`config.mk`:
```
export PLATFORM = sky130hd
export DESIGN_NAME = bus_arbiter
export DESIGN_NICKNAME = d
export VERILOG_FILES = /design/src/rtl/bus_arbiter.sv
export SDC_FILE = /design/constraint.sdc
export NUM_CORES = 1
export LEC_CHECK = 0
export CAP_MARGIN = 25
export CORE_ASPECT_RATIO = 1.25
export CORE_MARGIN = 2
export CORE_UTILIZATION = 41
export CTS_CLUSTER_SIZE = 20
export DETAILED_ROUTE_END_ITERATION = 6
export GPL_TIMING_DRIVEN = 0
export PLACE_DENSITY = 0.8
export SYNTH_ARGS = -nofsm -noshare
export SYNTH_HDL_FRONTEND = slang
export SYNTH_SLANG_ARGS = --single-unit
```
`constraint.sdc`:
```
create_clock -name clk -period 3.1 [get_ports clk]
set_clock_uncertainty 0.05 [all_clocks]
set_input_delay 0.62 -clock clk [delete_from_list [all_inputs] [get_ports clk]]
set_output_delay 0.62 -clock clk [all_outputs]
set_load 0.02 [all_outputs]
```
`src/rtl/bus_arbiter.sv`:
```
// rtl/bus_arbiter.sv - round-robin owner arbiter for a shared W-bit bus with hold timeout and park cycle
module bus_arbiter #(
    parameter int N        = 4,
    parameter int W        = 8,
    parameter int MAX_HOLD = 16
) (
    input  logic                 clk,
    input  logic                 rstb,
    input  logic [N-1:0]         req,
    input  logic [N*W-1:0]       din,
    output logic [N-1:0]         gnt,
    output logic [$clog2(N)-1:0] owner,
    output logic [W-1:0]         bus_out,
    output logic                 bus_valid,
    output logic                 timeout
);

    localparam int PW = $clog2(N);
    localparam int HW = $clog2(MAX_HOLD + 1);

    // Ownership lifecycle: IDLE (nobody asked), GRANT (bus owned), PARK (one dead cycle between owners).
    typedef enum logic [1:0] {
        ST_IDLE  = 2'd0,
        ST_GRANT = 2'd1,
        ST_PARK  = 2'd2
    } state_t;

    state_t          state_q, state_d;
    logic [N-1:0]    gnt_q, gnt_d;
    logic [PW-1:0]   owner_q, owner_d;
    logic [PW-1:0]   ptr_q, ptr_d;
    logic [HW-1:0]   hold_q, hold_d;
    logic            timeout_q, timeout_d;

    logic [PW-1:0]   win_idx;
    logic [PW-1:0]   win_next;
    logic            hold_at_limit;
    logic            owner_req;

    // First requester found scanning upward from p, wrapping at N.
    function automatic logic [PW-1:0] rr_pick(input logic [N-1:0] r, input logic [PW-1:0] p);
        logic [PW-1:0] pick;
        logic          found;
        int            idx;
        pick  = '0;
        found = 1'b0;
        for (int k = 0; k < N; k++) begin
            idx = int'(p) + k;
            if (idx >= N) begin
                idx = idx - N;
            end
            if (!found && r[PW'(idx)]) begin
                found = 1'b1;
                pick  = PW'(idx);
            end
        end
        return pick;
    endfunction

    // Winner of the current round and the pointer value that demotes it to lowest priority.
    always_comb begin
        win_idx  = rr_pick(req, ptr_q);
        win_next = (win_idx == PW'(N - 1)) ? '0 : win_idx + PW'(1);
    end

    // Release conditions for the current owner.
    always_comb begin
        owner_req     = req[owner_q];
        hold_at_limit = (hold_q == HW'(MAX_HOLD - 1));
    end

    // Next-state and registered-output decisions; arbitration only happens outside GRANT.
    always_comb begin
        state_d   = state_q;
        gnt_d     = gnt_q;
        owner_d   = owner_q;
        ptr_d     = ptr_q;
        hold_d    = hold_q;
        timeout_d = 1'b0;

        unique case (state_q)
            ST_IDLE, ST_PARK: begin
                if (|req) begin
                    state_d          = ST_GRANT;
                    gnt_d            = '0;
                    gnt_d[win_idx]   = 1'b1;
                    owner_d          = win_idx;
                    ptr_d            = win_next;
                    hold_d           = '0;
                end else begin
                    state_d = ST_IDLE;
                    gnt_d   = '0;
                    owner_d = '0;
                end
            end
            ST_GRANT: begin
                if (hold_q != HW'(MAX_HOLD)) begin
                    hold_d = hold_q + HW'(1);
                end
                if (!owner_req) begin
                    // Voluntary release takes precedence even when the limit is reached.
                    state_d = ST_PARK;
                    gnt_d   = '0;
                    owner_d = '0;
                end else if (hold_at_limit) begin
                    state_d   = ST_PARK;
                    gnt_d     = '0;
                    owner_d   = '0;
                    timeout_d = 1'b1;
                end
            end
            default: begin
                state_d = ST_IDLE;
                gnt_d   = '0;
                owner_d = '0;
            end
        endcase
    end

    // State and grant registers; asynchronous reset drops the grant immediately.
    always_ff @(posedge clk or negedge rstb) begin
        if (!rstb) begin
            state_q   <= ST_IDLE;
            gnt_q     <= '0;
            owner_q   <= '0;
            ptr_q     <= '0;
            hold_q    <= '0;
            timeout_q <= 1'b0;
        end else begin
            state_q   <= state_d;
            gnt_q     <= gnt_d;
            owner_q   <= owner_d;
            ptr_q     <= ptr_d;
            hold_q    <= hold_d;
            timeout_q <= timeout_d;
        end
    end

    // AND-OR bus mux keyed on the one-hot grant so unknowns on idle slices are masked to zero.
    always_comb begin
        bus_out = '0;
        for (int i = 0; i < N; i++) begin
            bus_out = bus_out | (din[i*W +: W] & {W{gnt_q[i]}});
        end
    end

    assign gnt       = gnt_q;
    assign owner     = owner_q;
    assign bus_valid = |gnt_q;
    assign timeout   = timeout_q;

endmodule

```
==> parameters.txt <==
Parameter                              Value

Clock tree
  H-Tree Level Count    1
  Setup Fix Bufs, Post-CTS    0
  Number of gates resized after CTS    0
  Clock tree from TritonCTS    done
  Cell at the root of the clock tree    sky130_fd_sc_hd__clkbuf_4
  TritonCTS Sinks    16
  Longest Clk Path Bufs    2
  Clock-pin slew on the worst setup and hold paths    0.09 ns
  Num CTS Buffers    3
  Clock latency at the later pin of the worst-skew pair    0.28 ns
  Post-cts hold buffer count    0

Place
  Instance count after placement with tap cells included    189
  Gp weighted congestion    0.8026
  Detailed placer's ending HPWL    2158 um
  Instance area after placement    0.001579 sq mm
  Input/output buffers    53

Die
  Die X    48.33 um
  Area enclosed by the die boundary    0.002872 sq mm
  Core outline area    0.002377 sq mm
  Site Rows    20
  Vertical die dimension    59.42 um
  Top-Level Pins    54
  Initial core utilization    0.4237

GRT
  Via count of the first global-routing pass    1,034
  Pin count of the biggest net entering global routing    17
  Number of antenna violations at the first check in global routing    0
  Global-route wire length before repair    4574 um
  Global-route total usage across every layer    0.2021
  Aggregate global routing overflow    0

Timing
  Number of failing hold endpoints at the final stage    0
  Number of max-slew violations in the final report    0
  Worst relative slew slack    0.5200
  Slew @ Worst Pin    0.7177 ns
  Setup repair after global routing missed its margin    no
  Final-report setup violation count    0
  Maximum operating frequency    0.3736 GHz
  Final critical-path share of the clock period    0.8634
  Total Neg Setup Slack    0 ns
  Period minus WS final    2.676 ns

Finish
  Final antenna diode count    0
  Relative area change from synthesis to final layout    60.37%
  Non-Filler Cell Area, Final    0.001615 sq mm
  Share of the core filled with cells in the final layout    0.6795
  Number of nets in the final layout    206
  Fraction of final layout cells sized beyond drive strength 1    0.07500
  Final Non-Filler Cells    193

Drt
  Count of vias placed by the detailed router    1,007
  Iteration-0 DRC Markers    19
  Mean routed wirelength per cell    14.26 um
  Number of search-and-repair iterations in the first detailed-routing pass    4
  DRT antenna net count    0
  Number of remaining DRC errors    0
  Final wirelength    2752 um
  Number of vias per cell    5.218

Job
  Number of violations of the max-capacitance limit    0

Yosys
  Summed instance area of the synthesized netlist    0.001007 sq mm
  Syn. warnings    0
  Number of synthesized register bits    16
  Seq/Total Area, Yosys    0.3975
  Total nets after synthesis    148
  Unique cell type count in the Yosys netlist    30
  Syn avg cell area    9.779 sq um
  Largest area contributor in the synthesized netlist    sky130_fd_sc_hd__dfrtp_1
  Most used flip-flop cell after synthesis    sky130_fd_sc_hd__dfrtp_1
  Leading post-synthesis cells by cell area    sky130_fd_sc_hd__dfrtp_1 40%, sky130_fd_sc_hd__a22oi_1 12%, sky130_fd_sc_hd__ha_1 8.7%
  Proportion of register bits with asynchronous set or reset after synthesis    1.000
  Top cell type's share of synthesized area    0.3975
  Most frequent cells after synthesis    16 x sky130_fd_sc_hd__a22oi_1, 16 x sky130_fd_sc_hd__dfrtp_1, 10 x sky130_fd_sc_hd__nand2_1
  Count of flip-flops with a built-in enable after synthesis    0
  Synthesized instance count    103

Run status
  Outcome    complete, no violations

Power and ir drop
  Total Power Consumption    0.001419 W
  Combinational share of power    0.653
  Sequential fraction of design power    0.252
  Leak    0.7155 nW
  Internal    0.0008131 W
  Net Switching    0.0006060 W
  Power per cell area    878.5 mW/mm^2
  Clock network power share    0.095
  Peak supply drop    0.4718 mV
  Switching Share    0.4271

Critical path
  Start-to-end type of the worst setup path    reg2out
  Startpoint types    flop
  Arr. time, crit path    2.01 ns
  Peak fanout along the critical path    10
  Critical path capture point type    primary output
  Data required time of the critical path    2.43 ns

Hold path
  Hold WC Path Type    reg2reg
[cell type report]
cell class	instances	area, sq um
sequential	16	400.4
clock buffer	4	36.28
timing repair buffer	53	530.5
inverter	8	30.03
tap	33	41.29
buffer	5	26.28
fill	190	762.0
multi-input combinational	74	550.5
[power groups by stage]
stage | Combinational [W] | Sequential [W] | Clock, W
after global placement | 0.000915 | 0.000353 | 0
after global routing | 0.00101 | 0.000370 | 0.000150
after CTS | 0.000936 | 0.000356 | 0.000139
after floorplan | 0.000518 | 0.000385 | 0
final | 0.000927 | 0.000358 | 0.000135
after detailed placement | 0.000932 | 0.000359 | 0
[placed cells by master (no fill, tap or decap), drive strengths merged, types with 5 or more instances in the layout]
cell type,Yosys,final
a22oi,16,16
dfrtp,16,16
nand2,11,11
a21oi,5,5
nor2,8,8
a22o,8,8
clkdlybuf4s50,0,53
clkbuf,4,8
inv,8,8
ha,7,7
[layer usage]
| metal | vias to the layer above | wire [um] | track usage |
|---|---|---|---|
| li1 | 495 | - | - |
| met1 | 466 | 1083 | 0.2058 |
| met2 | 44 | 1387 | 0.3948 |
| met3 | 2 | 272 | 0.07828 |
| met4 | 0 | 9 | 0.04082 |
| met5 | - | 0 | 0 |
[path summary, 6_finish.rpt]
check / cells past startpoint / start / slack, ns / endpoint
setup reg to reg: 5 / ptr_q[1] / 1.15 / ptr_q[1]
hold reg to reg: 1 / hold_q[2] / 0.49 / hold_q[2]
min in group asynchronous: 1 / rstb / 0.71 / hold_q[4]
max in group asynchronous: 1 / rstb / 1.84 / state_q[1]
setup / recovery: 3 / gnt[0] / 0.42 / bus_valid
hold / removal: 1 / hold_q[2] / 0.49 / hold_q[2]
[logic make-up (layout without fill, tap and decap cells)]
logic type	count (synthesis)	count (layout)	synth area share
compound gates	33	33	0.2398
fa+ha+maj	7	7	0.08695
xor+xnor	1	1	0.008697
simple gates	28	28	0.1429
buf+inv	13	70	0.05590
flops	16	16	0.3975
mux	5	5	0.06832
[flip-flops by register name, indices dropped and copies added, names as in the netlist]
register  count
ptr_q         2
owner         2
hold_q        5
timeout       1
gnt           4
state_q       2
[metrics by stage]
step                worst slack, ns  hold WS [ns]
floorplan                     1.136        0.2744
global placement             0.4991        0.4644
detailed placement           0.4725        0.4790
CTS                          0.4192        0.4934
global route                 0.3273        0.5194
finish                       0.4236        0.4898
[worst max-delay path, cell delays in order (launching register included)]
cell and delay (ns):
sky130_fd_sc_hd__dfrtp_1 0.38, sky130_fd_sc_hd__clkbuf_1 0.23, sky130_fd_sc_hd__or4_1 0.56, sky130_fd_sc_hd__clkdlybuf4s50_1 0.56
Note: power is estimated with default switching activity, not from simulation.
